[src/rtl/svm_byte_packer_if.sv]
// svm_byte_packer_if: byte-stream input and 128-bit FIFO write port of the packer.
//   in_data/in_valid/in_last/in_ready : upstream byte handshake
//   wrdata/wrreq/wrfull               : FIFO write side
// slave modport is the packer; master modport is the upstream source / FIFO environment.
interface svm_byte_packer_if;
    localparam int unsigned ByteW = 8;
    localparam int unsigned WordW = 128;

    logic [ByteW-1:0] in_data;
    logic             in_valid;
    logic             in_last;
    logic             in_ready;
    logic [WordW-1:0] wrdata;
    logic             wrreq;
    logic             wrfull;

    modport slave (
        input  in_data, in_valid, in_last, wrfull,
        output in_ready, wrdata, wrreq
    );

    modport master (
        output in_data, in_valid, in_last, wrfull,
        input  in_ready, wrdata, wrreq
    );
endinterface

[src/rtl/svm_byte_packer.sv]
// svm_byte_packer: packs 16 accepted feature bytes into one 128-bit FIFO word
// (first byte in [7:0]), tracks FrameBytes-long frames, zero-pads a short final
// word and flags frames of the wrong length.
// Ports:
//   clk, reset  : clock, asynchronous active-high reset
//   bus (slave) : byte handshake in, FIFO write out (see svm_byte_packer_if)
//   frame_done  : one-cycle pulse after a frame's last word is written
//   frame_err   : sticky, a frame closed by in_last had the wrong length
//   byte_count  : bytes accepted in the current frame
//   frame_sum   : sum of a frame's bytes, only with SVM_PACKER_CHECKSUM_EN defined
module svm_byte_packer #(
    parameter int unsigned FrameBytes = 512
) (
    input  logic                clk,
    input  logic                reset,
    svm_byte_packer_if.slave    bus,
    output logic                frame_done,
    output logic                frame_err,
    output logic [15:0]         byte_count
`ifdef SVM_PACKER_CHECKSUM_EN
    ,
    output logic [19:0]         frame_sum
`endif
);
    localparam int unsigned WordBytes = 16;
    localparam int unsigned WordW     = WordBytes * 8;
    localparam int unsigned LaneW     = $clog2(WordBytes);
    localparam int unsigned CountW    = 16;
`ifdef SVM_PACKER_CHECKSUM_EN
    localparam int unsigned SumW      = 20;
`endif

    typedef enum logic {
        S_FILL = 1'b0,
        S_PUSH = 1'b1
    } state_t;

    state_t              r_state;
    state_t              w_state_nxt;
    logic [WordW-1:0]    r_buf;
    logic [LaneW-1:0]    r_lane;
    logic [CountW-1:0]   r_count;
    logic                r_close;
    logic                r_done;
    logic                r_err;
`ifdef SVM_PACKER_CHECKSUM_EN
    logic [SumW-1:0]     r_acc;
    logic [SumW-1:0]     r_sum;
`endif

    logic                w_in_ready;
    logic                w_wrreq;
    logic                w_accept;
    logic [CountW-1:0]   w_count_inc;
    logic                w_hit_frame;
    logic                w_word_end;
    logic [6:0]          w_bit_idx;

    assign w_accept    = bus.in_valid && w_in_ready;
    assign w_count_inc = r_count + CountW'(1);
    assign w_hit_frame = (w_count_inc == CountW'(FrameBytes));
    assign w_word_end  = (r_lane == LaneW'(WordBytes - 1)) || bus.in_last || w_hit_frame;
    assign w_bit_idx   = {r_lane, 3'b000};

    // State register
    always_ff @(posedge clk or posedge reset) begin
        if (reset) r_state <= S_FILL;
        else       r_state <= w_state_nxt;
    end

    // Next-state: a closing byte moves to PUSH, the FIFO write returns to FILL
    always_comb begin
        w_state_nxt = r_state;
        case (r_state)
            S_FILL:  if (w_accept && w_word_end) w_state_nxt = S_PUSH;
            S_PUSH:  if (w_wrreq)                w_state_nxt = S_FILL;
            default: w_state_nxt = S_FILL;
        endcase
    end

    // Handshake outputs decoded straight from state so a stalled FIFO never writes
    always_comb begin
        w_in_ready = 1'b0;
        w_wrreq    = 1'b0;
        case (r_state)
            S_FILL:  w_in_ready = 1'b1;
            S_PUSH:  w_wrreq    = !bus.wrfull;
            default: w_in_ready = 1'b0;
        endcase
    end

    // Lane buffer, frame counter and status; the buffer is cleared on each write,
    // so lanes left unfilled by an early in_last read back as zero.
    always_ff @(posedge clk or posedge reset) begin
        if (reset) begin
            r_buf   <= '0;
            r_lane  <= '0;
            r_count <= '0;
            r_close <= 1'b0;
            r_done  <= 1'b0;
            r_err   <= 1'b0;
`ifdef SVM_PACKER_CHECKSUM_EN
            r_acc   <= '0;
            r_sum   <= '0;
`endif
        end else begin
            r_done <= 1'b0;
            if (w_accept) begin
                r_buf[w_bit_idx +: 8] <= bus.in_data;
                r_lane                <= r_lane + LaneW'(1);
                r_count               <= w_count_inc;
                r_close               <= bus.in_last || w_hit_frame;
                if (bus.in_last && !w_hit_frame) r_err <= 1'b1;
`ifdef SVM_PACKER_CHECKSUM_EN
                r_acc                 <= r_acc + SumW'(bus.in_data);
`endif
            end else if (w_wrreq) begin
                r_buf  <= '0;
                r_lane <= '0;
                if (r_close) begin
                    r_done  <= 1'b1;
                    r_count <= '0;
                    r_close <= 1'b0;
`ifdef SVM_PACKER_CHECKSUM_EN
                    r_sum   <= r_acc;
                    r_acc   <= '0;
`endif
                end
            end
        end
    end

    assign bus.in_ready = w_in_ready;
    assign bus.wrreq    = w_wrreq;
    assign bus.wrdata   = r_buf;
    assign frame_done   = r_done;
    assign frame_err    = r_err;
    assign byte_count   = r_count;
`ifdef SVM_PACKER_CHECKSUM_EN
    assign frame_sum    = r_sum;
`endif

endmodule
[src/flat_wrapper.sv]
// flat-port wrapper written by rule: the top's interface ports become plain ports
module svm_byte_packer_flat 
#(
    parameter int unsigned FrameBytes = 512
)
  (clk, reset, frame_done, frame_err, byte_count, bus_in_data, bus_in_valid, bus_in_last, bus_wrfull, bus_in_ready, bus_wrdata, bus_wrreq);
  svm_byte_packer_if bus_i ();
  input  logic clk;
  input  logic reset;
  output logic frame_done;
  output logic frame_err;
  output logic [15:0] byte_count;
  input wire logic [$bits(bus_i.in_data)-1:0] bus_in_data;
  input wire logic [$bits(bus_i.in_valid)-1:0] bus_in_valid;
  input wire logic [$bits(bus_i.in_last)-1:0] bus_in_last;
  input wire logic [$bits(bus_i.wrfull)-1:0] bus_wrfull;
  output wire logic [$bits(bus_i.in_ready)-1:0] bus_in_ready;
  output wire logic [$bits(bus_i.wrdata)-1:0] bus_wrdata;
  output wire logic [$bits(bus_i.wrreq)-1:0] bus_wrreq;
  assign bus_i.in_data = bus_in_data;
  assign bus_i.in_valid = bus_in_valid;
  assign bus_i.in_last = bus_in_last;
  assign bus_i.wrfull = bus_wrfull;
  assign bus_in_ready = bus_i.in_ready;
  assign bus_wrdata = bus_i.wrdata;
  assign bus_wrreq = bus_i.wrreq;
  svm_byte_packer #(.FrameBytes(FrameBytes)) u_core (.clk(clk), .reset(reset), .bus(bus_i), .frame_done(frame_done), .frame_err(frame_err), .byte_count(byte_count));
endmodule
[config.mk]
export PLATFORM = sky130hd
export DESIGN_NAME = svm_byte_packer_flat
export DESIGN_NICKNAME = d
export VERILOG_FILES = /design/src/rtl/svm_byte_packer_if.sv /design/src/rtl/svm_byte_packer.sv /design/src/flat_wrapper.sv
export SDC_FILE = /design/constraint.sdc
export NUM_CORES = 1
export LEC_CHECK = 0
export BUFFER_PORTS_ARGS = -buffer_cell sky130_fd_sc_hd__buf_2
export CORE_MARGIN = 4
export CORE_UTILIZATION = 45
export DETAILED_ROUTE_END_ITERATION = 12
export PLACE_DENSITY_LB_ADDON = 0.25
export SLEW_MARGIN = 20
export SYNTH_ARGS = -nofsm -noshare
export SYNTH_HDL_FRONTEND = slang
export SYNTH_SLANG_ARGS = --single-unit
export TNS_END_PERCENT = 5
[constraint.sdc]
create_clock -name clk -period 5 [get_ports clk]
set_clock_uncertainty 0.1 [all_clocks]
set_input_delay 0.5 -clock clk [delete_from_list [all_inputs] [get_ports clk]]
set_output_delay 0.5 -clock clk [all_outputs]
set_load 0.1 [all_outputs]
After elaboration in Yosys (flattened, before gate mapping). Cells that the tools add are included.

Div/mod/pow operators: 0. Multipliers: 0. Reduce and logical (&&, ||, !) cells: 12. Multiplexer cells: 18. $add $sub $neg: 3. Equal/unequal tests: 2. Shift-type cells: 2. Magnitude comparators: 0. Bitwise gates (word level): 1.

Operators with widths (count): 2-to-1 mux 128 bit (2); bitwise mux 128 bit (1); variable shift 8 x 9 -> 128 bit, first input constant (1); indexed part select 8 x 9 -> 128 bit (1); 2-to-1 mux 16 bit (3); adder 16 x 1 -> 16 bit, second input constant (1); equality test 16 x 10 -> 1 bit, second input constant (1); 2-to-1 mux 1 bit (9); negation 7 -> 9 bit (1); 2-to-1 mux 4 bit (2); adder 4 x 1 -> 4 bit, second input constant (1); equality test 4 bit, second input constant (1); AND reduction 2 bit (2); nonzero test 2 bit (2); logical AND 1 bit (3); logical OR 1 bit (3); logical NOT 1 bit (2); case mux 1 bit (2 select lines) (1); NOT 1 bit (1).

Logic and storage cells: 45. Register bits: 152. Memories kept: 0. Memory bits (read-only): 0. Output and inout port bits: 148. Input bits: 13. Bits in latches: 0. Bits in writable memories: 0.

Depth between registers and ports, before layout. Gate-level depths: netlist of run 1.

Word-level depth: 6. Gate-level depth with buffers: 10. Gate-level depth less buffers: 8.

Worst setup path after synthesis of run 1. Ideal clock, no wire load.

Path type: register to register. Start: register u_core.r_count[0] (netlist: u_core.byte_count[0]). End: register u_core.r_err (netlist: u_core.frame_err). Buffers on the path: 1. Data required time: 4.779 ns. Data arrival time: 2.520 ns. Clock period less this slack: 2.742 ns. Library setup time: 0.121 ns. Stages on the path, launching flop included: 9. Slack: 2.258 ns. Cell sequence: dfrtp_1 ha_1 clkbuf_1 and3_1 and3_1 o21ai_0 a211oi_1 nand4_1 a31o_1.

Longest elaborated chain between the ends: 5.

Ends and longest elaborated chain: from (decl) (RTL line svm_byte_packer.sv:42) `logic [CountW-1:0] r_count;`; from (signal assigned) (RTL line svm_byte_packer.sv:111) `r_count <= w_count_inc;`; adder 16 x 1 -> 16 bit (RTL line svm_byte_packer.sv:60) `assign w_count_inc = r_count + CountW'(1);`; equality test 16 x 10 -> 1 bit (RTL line svm_byte_packer.sv:61) `assign w_hit_frame = (w_count_inc == CountW'(FrameBytes));`; logical NOT 1 bit (RTL line svm_byte_packer.sv:113) `if (bus.in_last && !w_hit_frame) r_err <= 1'b1;`; logical AND 1 bit (RTL line svm_byte_packer.sv:113); AND reduction 2 bit (no line); to (signal assigned) (RTL line svm_byte_packer.sv:101) `r_err <= 1'b0;`; to (signal assigned) (RTL line svm_byte_packer.sv:113); to (decl) (RTL line svm_byte_packer.sv:45) `logic r_err;`.

No other way between the ends. A chain may end at the register's enable or synchronous reset.

Worst setup path in the final report of run 1.
Start: register u_core.r_lane[0]. End: register u_core.r_buf[19] (netlist: u_core.bus.wrdata[19]).

Longest elaborated chain between the ends: 4. Elaborated cells between the ends (all ways): 5. Those cells by class: 1 x add/sub; 2 x shift; 2 x mux.

Ends and longest elaborated chain: from (decl) (RTL line svm_byte_packer.sv:41) `logic [LaneW-1:0] r_lane;`; from (signal assigned) (RTL line svm_byte_packer.sv:110) `r_lane <= r_lane + LaneW'(1);`; negation 7 -> 9 bit * (RTL line svm_byte_packer.sv:109) `r_buf[w_bit_idx +: 8] <= bus.in_data;`; indexed part select 8 x 9 -> 128 bit or variable shift 8 x 9 -> 128 bit (tied branches) (RTL line svm_byte_packer.sv:109); bitwise mux 128 bit * (RTL line svm_byte_packer.sv:109); 2-to-1 mux 128 bit * (RTL line svm_byte_packer.sv:108) `if (w_accept) begin`; to (signal, indexed assignment) (RTL line svm_byte_packer.sv:109); to (decl) (RTL line svm_byte_packer.sv:40) `logic [WordW-1:0] r_buf;`.

Every way passes the cells marked *; elsewhere a longest branch is shown, timed or not.

==> results of run 1 <==
## layer usage
metal	up-vias	track usage [%]
met1	2758	30.7
met5	-	0
met3	19	5.89
met2	198	34.6
met4	2	6.65
li1	2631	-
## power by group through the flow
stage	combinational (uW)	clock [uW]	sequential [uW]
global route	2050	1310	1590
global placement	1940	0	1570
finish	1960	1230	1570
detailed placement	1970	0	1580
floorplan	458	0	2740
CTS	1970	1250	1560
## flip-flops by register name, indices dropped and copies added, names as in the netlist
| name | count |
|---|---|
| u_core.byte_count | 16 |
| u_core.frame_done | 1 |
| u_core.r_state | 1 |
| u_core.r_close | 1 |
| u_core.bus.wrdata | 128 |
| u_core.r_lane | 4 |
| u_core.frame_err | 1 |
## stage by stage
stage / power, uW / instance area [um2] / cells
CTS: 4780 / 8240 / 1027
global placement: 3510 / 7670 / 995
finish: 4750 / 8240 / 1027
floorplan: 3190 / 6780 / 688
detailed placement: 3550 / 7670 / 995
global route: 4950 / 8240 / 1027
## area by class of cell
| type | count | share of cell area [%] |
|---|---|---|
| clock inverters | 13 | 1.49 |
| well taps | 184 | 2.79 |
| clock buffers | 19 | 5.37 |
| multi-input cells | 481 | 33.4 |
| flip-flops and latches | 152 | 46.1 |
| inverters | 14 | 0.729 |
| repair buffers | 164 | 10.1 |
## worst max-delay path by stage
stage | start | endpoint | slack [ns] | cells past startpoint
2_1_floorplan | reset | u_core.bus.wrdata[0] | 0.31 | 1
3_3_place_gp | u_core.r_lane[0] | u_core.bus.wrdata[80] | 2.47 | 5
3_5_place_dp | u_core.r_lane[0] | u_core.bus.wrdata[81] | 2.30 | 5
4_1_cts | u_core.r_lane[0] | u_core.bus.wrdata[53] | 2.34 | 6
5_1_grt | u_core.r_lane[0] | u_core.bus.wrdata[84] | 2.06 | 5
6_report | u_core.r_lane[0] | u_core.bus.wrdata[19] | 2.33 | 5
## cells in the final DEF (no fill, tap or decap), drive strengths merged, types with 7 or more instances in the layout
cell / count
nand4: 7
a21oi: 9
clkbuf: 19
inv: 16
nand3: 47
clkinv: 7
nand2: 171
nor2: 23
dfrtp: 152
o21ai: 97
mux2i: 68
buf: 164
## kinds of logic (layout without fill, tap and decap cells)
logic type | Yosys count | after routing | share of synthesized area, %
AO/OA/AOI/OAI | 124 | 124 | 10.1
flip-flops | 152 | 152 | 56.1
buffers and inverters | 55 | 210 | 3.43
XOR/XNOR | 3 | 3 | 0.388
adder cells (fa/ha/maj) | 6 | 6 | 1.11
AND/OR/NAND/NOR | 280 | 280 | 18.9
multiplexers | 68 | 68 | 10.0
==> run metrics, run 1 <==
die width 131 um; DR WL met3 1370 um; yosys warns 0; Antenna Violating Nets Remaining 0; num rows between 40 and 50; CP Max Fanout 16; Post-CTS Setup Repair Bufs 0; CTS Hold Buffers Added 0; Critical Path AT 2.82 ns; synth top area cells dfrtp_1 56%, mux2i_1 10%, nand2_1 9.3%, o21ai_0 6.9%, nand3_1 3.5%; DRT Pass-1 Iters 5; # DRC 0; ys async rst share 100%; Worst slew margin between 20 and 30%; FMAX 375 MHz; top cells by count, synth 168 x nand2_1, 152 x dfrtp_1, 94 x o21ai_0; routed length on met2 8650 um; CTS H-Tree Depth 4; Reg-to-Reg End u_core.bus.wrdata[19]; Max Used Layer met5; WL met1 8240 um; worst-path cell chain inv_1, ha_1, nand2_1, a211oi_2, o21ai_0; most common cell in the synthesized netlist nand2_1; hold_ws approximately 0.14 ns; Clock Root Buffer clkbuf_16; setup_tns 0 ns; Comb power frac between 40% and 50%; Synth area leader dfrtp_1; min Tclk post-route 2.67 ns; Setup WS post-layout 2.33 ns; vias in the first global route 5503; FF/Latch Area 3800 um2; Sink Count between 150 and 200; Area Overhead vs Synth 21.5%; post-route clock period utilization a little over half; post-synthesis sequential area ratio 56.1%; Worst Tran Pin Value approximately 1.1 ns; Clock Power Share 25.9%; CTS max path bufs 2; Crit path largest cell delay 0.72 ns; top_reg_cell synth dfrtp_1; Avg Inst Size Synth roughly 10 um2; worst vdd ir 0.560 mV; total gr overflow 0; fin util 56.3%; Die Area 17100 um2; delay-heaviest family, CP compound AO/OA/AOI/OAI gates; final hold vios 0; NetSw between 2000 and 2500 uW; DP HPWL 12800 um; syn nets 707; layout cells sized above 1 24.9%; part of the power in registers 32.9%; Slowest cell on crit path a211oi_2; number of inserted diodes 0; RSZ-0062 raised after global routing false; critical path startpoint category flop; GRT Total Usage ~22%; post_cts resized 0; CP Buf/Inv Count 1; sw frac between 40 and 50%; die height 131 um; routed wire length 18500 um; TritonCTS Buffers 17; number of synthesized register bits approximately 150; Synth cell types 48; Max-cap violations 0; synthesized cell area 6780 um2; CP Class flop to flop; core box area 14600 um2; final setup vio count 0; # nets final 849; Fillers about 1300; static leakage 0.00441 uW; initial core utilization 46.3%; pin count of the biggest net entering global routing between 100 and 150; Pint 2390 uW; global-route wire length before repair 29500 um; run status finished clean; via/cell ratio around 5.5; Slew Limit Fails 0; CTS tree yes; EDFF count, synth 0; Worst EP required 5.15 ns; min-delay worst type primary input to asynchronous set/reset pin; number of I/O pins 161; Post-Place Setup Slack 2.30 ns; Yosys top cell area share 56.1%; Reg2Reg Launch Point u_core.r_lane[0]; R2R setup slack 2.33 ns; clock-pin slew on the worst setup and hold paths 0.06 ns; worst reg2reg path depth 5; antenna violations before repair 1; port bufs between 150 and 200; Multi-input gate area 2750 um2; Clk Latency, worst-skew pair 0.42 ns; gpl congestion 0.820; P per Cell Area 577 nW/um2; Cells after Synth around 690; initial drt markers 397; total number of vias 5608; Wirelength per Cell 18.0 um; CP Capture Type flop
Note: power is estimated with default switching activity, not from simulation.
==> inputs of run 2 (changes only) <==
==> constraint.sdc (replaced) <==
create_clock -name clk -period 2.41 [get_ports clk]
set_clock_uncertainty 0.1 [all_clocks]
set_input_delay 0.241 -clock clk [delete_from_list [all_inputs] [get_ports clk]]
set_output_delay 0.241 -clock clk [all_outputs]
set_load 0.1 [all_outputs]
==> run metrics, run 2 (synthesis gave the netlist of run 1 again) <==
run status finished clean; via/cell ratio roughly 5.4; Largest register FFs 128; FMAX around 440 MHz; routed wire length around 18000 um; Clock Root Buffer clkbuf_16; Worst slew margin 31.7%; DR WL met3 1300 um; CTS max path bufs 2; routed length on met2 8700 um; Post-CTS Setup Repair Bufs 0; fin util between 50% and 60%; CP Max Fanout 8; DP HPWL 12700 um; CP Class flop to flop; GRT Total Usage 22.1%; # DRC 0; total number of vias about 5600; Antenna Violating Nets Remaining 0; clock-pin slew on the worst setup and hold paths 0.06 ns; num rows 44; number of inserted diodes 0; final hold vios 0; Critical Path AT 2.43 ns; CTS tree yes; Max Used Layer met5; DRT Pass-1 Iters 4; die height 131 um; post-route clock period utilization around 93%; die width approximately 130 um; initial drt markers approximately 320; min-delay worst type primary input to flop; port bufs 160; total gr overflow 0; CP Capture Type flop; core box area 14600 um2; antenna violations before repair 1; RSZ-0062 raised after global routing true; Clk Latency, worst-skew pair 0.42 ns; layout cells sized above 1 26.0%; initial core utilization 46.3%; WL met1 slightly above 8000 um; # nets final 860; critical path startpoint category flop; static leakage 0.00450 uW; most frequent cells in the layout 168 x nand2_1, 160 x buf_2, 152 x dfrtp_1; pin count of the biggest net entering global routing 130; Area Overhead vs Synth 24.1%; hold_ws 0.0535 ns; setup_tns 0 ns; global-route wire length before repair slightly below 30000 um; most common cell after layout, fill and taps aside nand2_1; Worst Tran Pin Value 1.02 ns; CTS H-Tree Depth 4; final setup vio count 0; Wirelength per Cell 17.7 um; Max-cap violations 0; total power between 10000 and 15000 uW; Sink Count 152; vias in the first global route about 5500; P per Cell Area around 1200 nW/um2; Slew Limit Fails 0; TritonCTS Buffers 17; Worst EP required about 2.6 ns; worst vdd ir 0.783 mV; Die Area roughly 17000 um2; min Tclk post-route 2.25 ns; number of I/O pins 161; gpl congestion 0.839
-- run 2: path summary, 6_finish.rpt --
check                                       from                      to  slack [ns]  cells past startpoint
worst max-delay path            u_core.r_lane[1]   u_core.bus.wrdata[37]        0.16                      7
worst min-delay path                  bus_wrfull          u_core.r_state        0.05                      3
worst max register to register  u_core.r_lane[1]   u_core.bus.wrdata[37]        0.16                      7
worst min register to register  u_core.frame_err        u_core.frame_err        0.38                      1
max in group asynchronous                  reset  u_core.bus.wrdata[123]        1.42                      4
min in group asynchronous                  reset  u_core.bus.wrdata[106]        0.40                      4
-- run 2: what timing repair did --
action / CTS / global route
hold endpoints to repair: 153 / 0
resized for setup: 0 / 3
hold buffers: 2 / 0
endpoints found under the setup margin: 0 / 17
-- run 2: per-stage QoR --
step | cell area [um2] | cells | setup WS, ns
after detailed placement | 7780 | 1004 | 0.162
after floorplan | 6790 | 688 | -0.332
after global routing | 8420 | 1038 | -0.0480
final | 8420 | 1038 | 0.161
after global placement | 7780 | 1004 | 0.265
after CTS | 8410 | 1038 | 0.145
-- run 2: worst max-delay path, stage by stage, from the launching register on --
cell and delay (ns):
dfrtp_1 0.42, inv_1 0.08, ha_1 0.28, nor2_1 0.17, nand2_1 0.11, a21oi_1 0.32, nand2_1 0.40, mux2i_1 0.22
-- run 2: layout make-up --
type | instances | area (um2)
multi-input combinational | 481 | 2770
sequential | 152 | 3800
clock buffer | 20 | 457
clock inverter | 12 | 150
timing repair buffer | 175 | 956
fill | 1321 | 6230
inverter | 14 | 56.3
tap | 184 | 230
-- run 2: metal layers --
metal,track usage [%],vias up
met5,0,-
met4,6.96,2
met3,5.77,24
met2,34.3,210
met1,30.7,2744
li1,-,2655
-- run 2: power by group --
group	total [uW]	switching [uW]	internal, uW	leakage, uW
Clock	2720	1040	1680	0.000292
Combinational	4140	3510	637	0.00211
Sequential	3210	296	2920	0.00210
==> inputs of run 3 (changes only) <==
--- a/config.mk
+++ b/config.mk
@@ -5,11 +5,12 @@
 export SDC_FILE = /design/constraint.sdc
 export NUM_CORES = 1
 export LEC_CHECK = 0
+export ABC_AREA = 1
 export BUFFER_PORTS_ARGS = -buffer_cell sky130_fd_sc_hd__buf_2
 export CORE_MARGIN = 4
 export CORE_UTILIZATION = 45
 export DETAILED_ROUTE_END_ITERATION = 12
-export PLACE_DENSITY_LB_ADDON = 0.25
+export PLACE_DENSITY = 0.72
 export SLEW_MARGIN = 20
 export SYNTH_ARGS = -nofsm -noshare
 export SYNTH_HDL_FRONTEND = slang
==> run metrics, run 3 <==
Placed Area between 7000 and 8000 um2; CP Class flop to flop; Synth cell types 34; number of I/O pins 161; worst-path cell chain inv_1, ha_1, or2_1, nand2_2, nand2_2, or2_1, nand3_1, o21ai_2; CP Max Fanout 16; FMAX 460 MHz; DRT Pass-1 Iters 5; Worst Tran Pin Value 0.704 ns; initial drt markers about 370; Avg Inst Size Synth 9.27 um2; post-synthesis sequential area ratio 59.4%; DP HPWL 12600 um; Yosys top cell area share 59.4%; Critical Path AT 2.36 ns; GR peak layer met2; die height about 130 um; Clock Root Buffer clkbuf_16; Worst path depth 8; most common cell in the synthesized netlist dfrtp_1; GRT met3 Usage under 10%; yosys warns 0; post-placement cell count 1018; synthesized cell area 6400 um2; Slowest cell on crit path or2_1; CTS tree yes; critical path startpoint category flop; static leakage 0.00422 uW; core box area 13900 um2; Clk Latency, worst-skew pair roughly 0.42 ns; CP Capture Type flop; post-route clock period utilization 90.2%; critical path capture point u_core.bus.wrdata[68]; Reg2Reg Launch Point u_core.r_lane[1]; Wirelength per Cell 17.1 um; number of inserted diodes 0; P per Cell Area 1420 nW/um2; initial core utilization 46.0%; Crit path largest cell delay about 0.47 ns; Area Overhead vs Synth 27.4%; pin count of the biggest net entering global routing 85; ys async rst share 100%; layout cells sized above 1 26.9%; TritonCTS Buffers 17; grt met1 use a little under a third; delay-heaviest family, CP simple AND/OR/NAND/NOR gates; # nets final 878; Die Area 16200 um2; CTS max path bufs 2; CTS H-Tree Depth 4; Worst slew margin 53.0%; Largest register FFs 128; top_reg_cell synth dfrtp_1; Cells after Synth 691; syn nets 710; Slew Limit Fails 0; global-route wire length before repair 29200 um; GR Util met2 34.8%; Reg-to-Reg End u_core.bus.wrdata[68]; routed wire length 18000 um; # DRC 0; synth top area cells dfrtp_1 59%, o21ai_0 9.7%, nand3_1 8.8%, nand2_1 7.6%, inv_1 2.7%; EDFF count, synth 0; num rows 43; port bufs 160; worst vdd ir 0.938 mV; most common cell after layout, fill and taps aside buf_2; total number of vias ~5600; Max-cap violations 0; Sink Count between 150 and 200; worst reg2reg path depth 8; Antenna Violating Nets Remaining 0; Worst EP required 2.60 ns; Synth area leader dfrtp_1; design area 8160 um2; die width 127 um; via/cell ratio 5.32; setup_tns 0 ns; hold_ws 0.0658 ns; final hold vios 0; antenna violations before repair 0; top cells by count, synth 152 x dfrtp_1, 129 x nand2_1, 124 x o21ai_0; total gr overflow 0; final setup vio count 0; clock-pin slew on the worst setup and hold paths 0.06 ns; CP Buf/Inv Count 1; most frequent cells in the layout 160 x buf_2, 152 x dfrtp_1, 129 x nand2_1; fin util 58.5%; min Tclk post-route 2.17 ns; gpl congestion 0.800; Post-CTS Setup Repair Bufs 0; R2R setup slack 0.24 ns; fin cells 1052; crit path from u_core.r_lane[1]; vias in the first global route 5377; RSZ-0062 raised after global routing false; min-delay worst type primary input to flop; run status finished clean; number of synthesized register bits 152; GRT Total Usage 23.0%
==> run 3: cell count changes after synthesis, moves of 8 or more <==
| cell | before | now |
|---|---|---|
| mux2i_1 | 68 | 0 |
| o21ai_0 | 94 | 124 |
| o21ai_2 | 0 | 8 |
| nand3_1 | 47 | 113 |
| nand2_1 | 168 | 129 |
| inv_1 | 14 | 46 |
| o21ai_1 | 3 | 14 |
| clkbuf_1 | 23 | 12 |
==> run 3: cell families (layout without fill, tap and decap cells) <==
| family | after synthesis | after routing | share of synthesized area (%) |
|---|---|---|---|
| DFF | 152 | 152 | 59.4 |
| AOI/OAI and AO/OA | 157 | 157 | 13.0 |
| buffers and inverters | 78 | 259 | 5.24 |
| and+or+nand+nor | 297 | 297 | 21.0 |
| adders and majority gates | 6 | 6 | 1.17 |
| xor gates and xnor gates | 1 | 1 | 0.137 |
==> run 3: stage by stage <==
| step | setup slack, ns | power [uW] |
|---|---|---|
| final | 0.236 | 11600 |
| after global routing | 0.0464 | 12100 |
| after CTS | 0.239 | 11600 |
| after detailed placement | 0.250 | 8600 |
| after global placement | 0.318 | 8550 |
| after floorplan | -0.217 | 7630 |
==> run 3: what timing repair did <==
action                                  CTS  global route
endpoints found under the setup margin    0             3
resized for setup                         0             1
hold endpoints to repair                 13             0
hold buffers                              2             0
==> run 3: cell type report <==
type	instances	area [um2]
Fill cell	1258	5780
Sequential cell	152	3800
Tap cell	180	225
Timing Repair Buffer	175	968
Clock inverter	10	186
Inverter	52	206
Multi-Input combinational cell	461	2270
Clock buffer	22	494
==> run 3: worst min path at each step <==
stage | startpoint | end | slack (ns) | cells after the start
floorplan | bus_wrfull | u_core.r_state | 0.27 | 2
global placement | reset | u_core.bus.wrdata[5] | 0.18 | 2
detailed placement | reset | u_core.bus.wrdata[5] | 0.17 | 2
CTS | bus_in_last | u_core.frame_err | 0.06 | 5
global route | bus_in_last | u_core.frame_err | 0.07 | 5
finish | bus_in_last | u_core.frame_err | 0.07 | 5
==> run 3: report_power, final <==
group | internal, uW | switching (uW) | total, uW
clock network | 1980 | 1040 | 3020
logic | 767 | 4440 | 5200
registers | 3000 | 355 | 3360
==> run 3: metal layers <==
metal / wire length [um] / vias to the layer above
li1: - / 2675
met1: 8050 / 2730
met2: 8340 / 166
met3: 1230 / 25
met4: 403 / 0
met5: 0 / -
==> run 3: tightest hold or removal path: cells and delay by family <==
kind | cells | cell delay, ns
buffers and inverters | 2 | 0.15
and+or+nand+nor | 3 | 0.16
